==> src/rtl/dmem_arbiter.sv <==
// Two-port round-robin arbiter and sequencer for the single-port data memory.
// Port 0 is the CPU MEM stage, port 1 the debug/loader master; one access per 3 cycles.
module dmem_arbiter #(
    parameter int DW   = 64,
    parameter int SIZE = 1024
) (
    input  logic          clk,
    input  logic          rst_n,
    input  logic          req0,
    input  logic          we0,
    input  logic [DW-1:0] addr0,
    input  logic [DW-1:0] wdata0,
    output logic          ack0,
    output logic          err0,
    output logic [DW-1:0] rdata0,
    input  logic          req1,
    input  logic          we1,
    input  logic [DW-1:0] addr1,
    input  logic [DW-1:0] wdata1,
    output logic          ack1,
    output logic          err1,
    output logic [DW-1:0] rdata1,
    output logic          MemRead,
    output logic          MemWrite,
    output logic [DW-1:0] mem_addr,
    output logic [DW-1:0] mem_wdata,
    input  logic [DW-1:0] mem_rdata
);

    localparam logic [DW-1:0] ADDR_LIMIT = DW'(8 * SIZE);

    typedef enum logic [1:0] {
        IDLE,
        ACCESS,
        RESP
    } state_t;

    state_t        state;
    state_t        state_next;
    logic          last_grant;
    logic          grant_id;
    logic          cmd_id;
    logic          cmd_we;
    logic [DW-1:0] cmd_addr;
    logic [DW-1:0] cmd_wdata;
    logic [DW-1:0] resp_data;
    logic          cmd_bad;

    assign cmd_bad = (cmd_addr[2:0] != 3'b000) || (cmd_addr >= ADDR_LIMIT);

    // On a tie the port that was not granted last wins.
    always_comb begin
        grant_id = 1'b0;
        if (req0 && req1) begin
            grant_id = ~last_grant;
        end else if (req1) begin
            grant_id = 1'b1;
        end
    end

    always_ff @(posedge clk or negedge rst_n) begin
        if (!rst_n) begin
            state      <= IDLE;
            last_grant <= 1'b1;
            cmd_id     <= 1'b0;
            cmd_we     <= 1'b0;
            cmd_addr   <= '0;
            cmd_wdata  <= '0;
            resp_data  <= '0;
        end else begin
            state <= state_next;
            if (state == IDLE && (req0 || req1)) begin
                cmd_id     <= grant_id;
                last_grant <= grant_id;
                cmd_we     <= grant_id ? we1    : we0;
                cmd_addr   <= grant_id ? addr1  : addr0;
                cmd_wdata  <= grant_id ? wdata1 : wdata0;
            end
            if (state == ACCESS) begin
                resp_data <= (!cmd_bad && !cmd_we) ? mem_rdata : '0;
            end
        end
    end

    // Memory pins and acknowledges decode registered state only; no path from req.
    always_comb begin
        state_next = state;
        MemRead    = 1'b0;
        MemWrite   = 1'b0;
        mem_addr   = '0;
        mem_wdata  = '0;
        ack0       = 1'b0;
        ack1       = 1'b0;
        err0       = 1'b0;
        err1       = 1'b0;
        rdata0     = '0;
        rdata1     = '0;
        case (state)
            IDLE: begin
                if (req0 || req1) begin
                    state_next = ACCESS;
                end
            end
            ACCESS: begin
                state_next = RESP;
                if (!cmd_bad) begin
                    MemRead  = ~cmd_we;
                    MemWrite = cmd_we;
                    mem_addr = cmd_addr;
                    if (cmd_we) begin
                        mem_wdata = cmd_wdata;
                    end
                end
            end
            RESP: begin
                state_next = IDLE;
                if (cmd_id) begin
                    ack1   = 1'b1;
                    err1   = cmd_bad;
                    rdata1 = resp_data;
                end else begin
                    ack0   = 1'b1;
                    err0   = cmd_bad;
                    rdata0 = resp_data;
                end
            end
            default: state_next = IDLE;
        endcase
    end

endmodule

==> config.mk <==
export PLATFORM = sky130hd
export DESIGN_NAME = dmem_arbiter
export DESIGN_NICKNAME = d
export VERILOG_FILES = /design/src/rtl/dmem_arbiter.sv
export SDC_FILE = /design/constraint.sdc
export NUM_CORES = 1
export LEC_CHECK = 0
export ABC_AREA = 0
export CELL_PAD_IN_SITES_DETAIL_PLACEMENT = 0
export CELL_PAD_IN_SITES_GLOBAL_PLACEMENT = 1
export CORE_AREA = 2 2 227 229
export DETAILED_ROUTE_END_ITERATION = 10
export DIE_AREA = 0 0 229 231
export PLACE_DENSITY = 0.75
export SYNTH_ARGS = -nofsm -noshare
export SYNTH_HDL_FRONTEND = slang
export SYNTH_SLANG_ARGS = --single-unit
==> constraint.sdc <==
create_clock -name clk -period 5.12 [get_ports clk]
set_input_delay 1.536 -clock clk [delete_from_list [all_inputs] [get_ports clk]]
set_output_delay 1.536 -clock clk [all_outputs]
set_load 0.02 [all_outputs]
---- After elaboration in Yosys (flattened, before gate mapping) ----
Index checks and enable logic that the tools add are counted.
word-level totals
  memories kept ........................... 0
  output and inout bits ................... 262
  register bits after elaboration ......... 197
  memory bits (writable) .................. 0
  bits in read-only memories .............. 0
  word-level logic and storage cells ...... 51
  latch bits .............................. 0
cells by class
  $mul .................................... 0
  multiplexer cells ....................... 29
  reductions and logical operators ........ 9
  $lt $le $gt $ge ......................... 1
  add/subtract/negate cells ............... 0
  equality and inequality tests ........... 3
  bitwise gates (word level) .............. 2
  div/mod/pow operators ................... 0
  shift-type cells ........................ 0
operators with widths
  cell                                                                      count
  64-bit two-way mux                                                        12
  64-bit by 14-bit >= comparator with 1-bit output (second input constant)  1
  1-bit two-way mux                                                         15
  2-bit case mux with 2 select lines                                        1
  1-bit logical AND                                                         3
  3-bit nonzero test                                                        1
  2-bit by 1-bit == test with 1-bit output (second input constant)          1
  2-bit == test (second input constant)                                     1
  1-bit zero test                                                           2
  2-bit zero test                                                           1
  1-bit logical OR                                                          2
  2-bit two-way mux                                                         1
  2-bit by 1-bit inequality test with 1-bit output (second input constant)  1
  1-bit inverter                                                            2

---- Depth between registers and ports, before layout ----
  depth after elaboration ................. 5
  depth in mapped cells ................... 7
  depth with buffers taken out ............ 5

---- Least setup slack after synthesis ----
Ideal clock, no wire load.
  kind .................................... reg2out
  from .................................... reg cmd_addr[17]
  to ...................................... out mem_addr[10]
  arrival ................................. 1.817 ns
  buffers on the path ..................... 2
  data required time ...................... 3.584 ns
  cell stages (with the launch flop) ...... 7
  slack ................................... 1.767 ns
  cells stage by stage .................... dfrtp_1 -> nor4_1 -> nand4_1 -> nor4_4 -> buf_2 -> clkbuf_2 -> and3_1
between the ends
  longest elaborated chain between the ends .. 4
RTL lines
  item                                              RTL line  source
  start: declaration                                44        logic [DW-1:0] cmd_addr;
  start signal: assignment                          76        cmd_addr <= grant_id ? addr1 : addr0;
  64-bit by 14-bit >= comparator with 1-bit output  49        assign cmd_bad = (cmd_addr[2:0] != 3'b000) || (cmd_addr >= ADDR_LIMIT);
  1-bit logical OR                                  49
  64-bit two-way mux                                106       if (!cmd_bad) begin
  64-bit two-way mux                                98        case (state)
  end: declaration                                  25        output logic [DW-1:0] mem_addr,
Every way passes these cells.

---- Worst setup path after layout ----
  from .................................... reg cmd_addr[17]
  to ...................................... out mem_wdata[20]
between the ends
  longest elaborated chain between the ends .. 4
RTL lines
  item                                              RTL line  source
  64-bit by 14-bit >= comparator with 1-bit output  49
  1-bit logical OR                                  49
  64-bit two-way mux                                106
  64-bit two-way mux                                98
  end: declaration                                  26        output logic [DW-1:0] mem_wdata,
Every way passes these cells.

==> results.md <==
* EDFF count, synth at 0
* Initial DRC count at 552
* Drt via density at 4.37
* Die Area at 0.0529 mm2
* Total Wirelength at 42.4 mm
* Max FO, Critical Path at 92
* Nets@finish at 1,973
* Top Ports at 588
* Antenna viol nets, final at 0
* Die width at 229 um
* Commonest non-fill, non-tap cell in the layout: clkdlybuf4s50_1
* Async SR Flop Fraction at 1.00
* CTS sink count at 197
* CP Launch Point: cmd_addr[17]
* Port Buffers at 533
* Flop2flop setup slack at 2.46 ns
* DP Wirelength at 32.3 mm
* Via count at 10,200
* Clk pin slew, worst setup/hold paths at 0.07 ns
* Peak VDD IR at 0.253 mV
* Detailed-route DRC error count at 0
* First-pass GRT wire length at 62.5 mm
* Fin util at 0.330
* Primary FF master, synth: dfrtp_1
* Worst stage delay on the critical path at 0.62 ns
* Clk_lat worst skew at 0.49 ns
* 1st-pass router iterations at 5
* Relative slew slack at 0.457
* Die Ht at 231 um
* Global-route usage over all layers at 0.158
* Seq/Total Area, Yosys at 0.486
* Element type at the critical path end: output port
* Crit path kind: reg2out
* Clock skew at 0.0174 ns
* Crit start category: register
* Outcome: complete, no violations
* Pwr Density at 360 mW/mm2
* H-tree level count at 4
* Vias in the first global route at 10,000
* Inserted Diodes at 0
* Mapped Cells at 1,180
* Slew @ Worst Pin at 0.815 ns
* # setup viols final at 0
* Clock Path Buffers at 2
* Total grt overflow at 0
* Total core area at 0.0507 mm2
* Most frequent cells in the layout: clkdlybuf4s50_1, nand2_1, dfrtp_1, nor2_1, and2_1
* Yosys warns at 0
* Drt wl/cell at 18.1 um
* Slowest cell on crit path: clkdlybuf4s50_1
* CP Cell Sequence: nor4_1 -> nand4_1 -> nor4_4 -> buf_12 -> and3_1 -> clkdlybuf4s50_1
* Syn Area/Cell at 8.60 um2
* Worst path arrival time at 3.20 ns
* Starting Density at 0.200
* Largest net degree at the start of global routing at 93
* CTS tree: built
* Synth cell types at 23
* Post-CTS Hold Fix Bufs at 0
* Max-slew violations at 0
* Fin crit share at 0.925
* Max_cap viols at 0
* Setup bufs post-CTS at 0
* FMAX at 0.211 GHz
* WP data required at 3.58 ns
* Root Buffer: clkbuf_16
* TritonCTS buffer count at 17
* Number of synthesized register bits at 197
* Routability Congestion at 0.866
* Synth Cell Area at 0.0102 mm2
* Worst r2r src: cmd_addr[17]
* Final total power at 0.00601 W
* Period minus WS final at 4.74 ns
* PostCTS Resize Cnt at 0
* Hold Path Class: reg2reg
* Leak at 7.01 nW
* Hold wc startpoint: last_grant
* Layout cells sized above 1 at 0.0452
* Setup TNS at 0 ns
* Initial antenna violation count at 5
* RSZ-0062 raised after global routing: no
* Hold Vio Cnt, Final at 0
* Area Overhead vs Synth at 64.5%
* # rows at 83
## synth_stat cells (all sizes together), types with 2 or more instances
| cell type | instances | share of area |
|---|---|---|
| nand2 | 263 | 0.097 |
| dfrtp | 196 | 0.48 |
| and2 | 132 | 0.081 |
| nor2 | 132 | 0.049 |
| a31oi | 129 | 0.079 |
| clkbuf | 97 | 0.036 |
| and3 | 74 | 0.046 |
| a32o | 64 | 0.063 |
| buf | 64 | 0.045 |
| nor4 | 14 | 0.010 |
| nand4 | 3 | 0.0018 |
| o21ai | 3 | 0.0015 |
| inv | 2 | 0.00074 |
| nor2b | 2 | 0.0012 |
## logic make-up after synthesis
logic type / after synthesis / synth area share
simple gates: 623 / 0.288
compound gates: 196 / 0.144
other cells: 1 / 0.000369
flops: 197 / 0.486
buf+inv: 163 / 0.0816
## power by group
part	total, W	internal [W]	switching [W]
registers	0.00249	0.00210	0.000390
logic	0.00202	0.000762	0.00125
clock network	0.00151	0.000836	0.000669
total	0.00601	0.00370	0.00231
## path summary, 6_finish.rpt
| path | to | depth (start not counted) |
|---|---|---|
| worst max-delay path | mem_wdata[20] | 6 |
| worst min-delay path | last_grant | 2 |
| max in group asynchronous | cmd_addr[41] | 2 |
| worst min register to register | last_grant | 2 |
| worst max register to register | resp_data[46] | 6 |
| min in group asynchronous | cmd_addr[59] | 1 |
## final cells by class
| class | instances | area (um2) |
|---|---|---|
| clock buffer | 18 | 439 |
| clock inverter | 14 | 195 |
| fill | 5393 | 34000 |
| inverter | 2 | 12.5 |
| multi-input combinational | 873 | 4630 |
| sequential | 197 | 4930 |
| tap | 680 | 851 |
| timing repair buffer | 556 | 5650 |
## worst max-delay path: cells and delay by family (launching register included)
family / cells / cell delay [ns]
buffers and inverters: 2 / 0.90
AND/OR/NAND/NOR: 4 / 1.28
flip-flops: 1 / 0.38
## stage by stage
| step | worst slack [ns] | instances | cell area [um2] | hold slack [ns] |
|---|---|---|---|---|
| after floorplan | 1.77 | 1233 | 10400 | 0.461 |
| after global placement | 0.860 | 2308 | 16100 | 0.470 |
| after detailed placement | 0.794 | 2308 | 16100 | 0.488 |
| after CTS | 0.229 | 2340 | 16700 | 0.506 |
| after global routing | 0.138 | 2340 | 16700 | 0.527 |
| final | 0.383 | 2340 | 16700 | 0.495 |
## routing by layer
metal	track usage	wire, um
met5	0	40
met1	0.186	17600
met3	0.0485	3010
met2	0.270	20800
met4	0.0580	1030
## flip-flops by register name (all words and copies together), names as in the netlist
register	count
resp_data	64
cmd_we	1
last_grant	1
state	2
cmd_id	1
cmd_addr	64
cmd_wdata	64
Power figures use the tool's default switching activity.
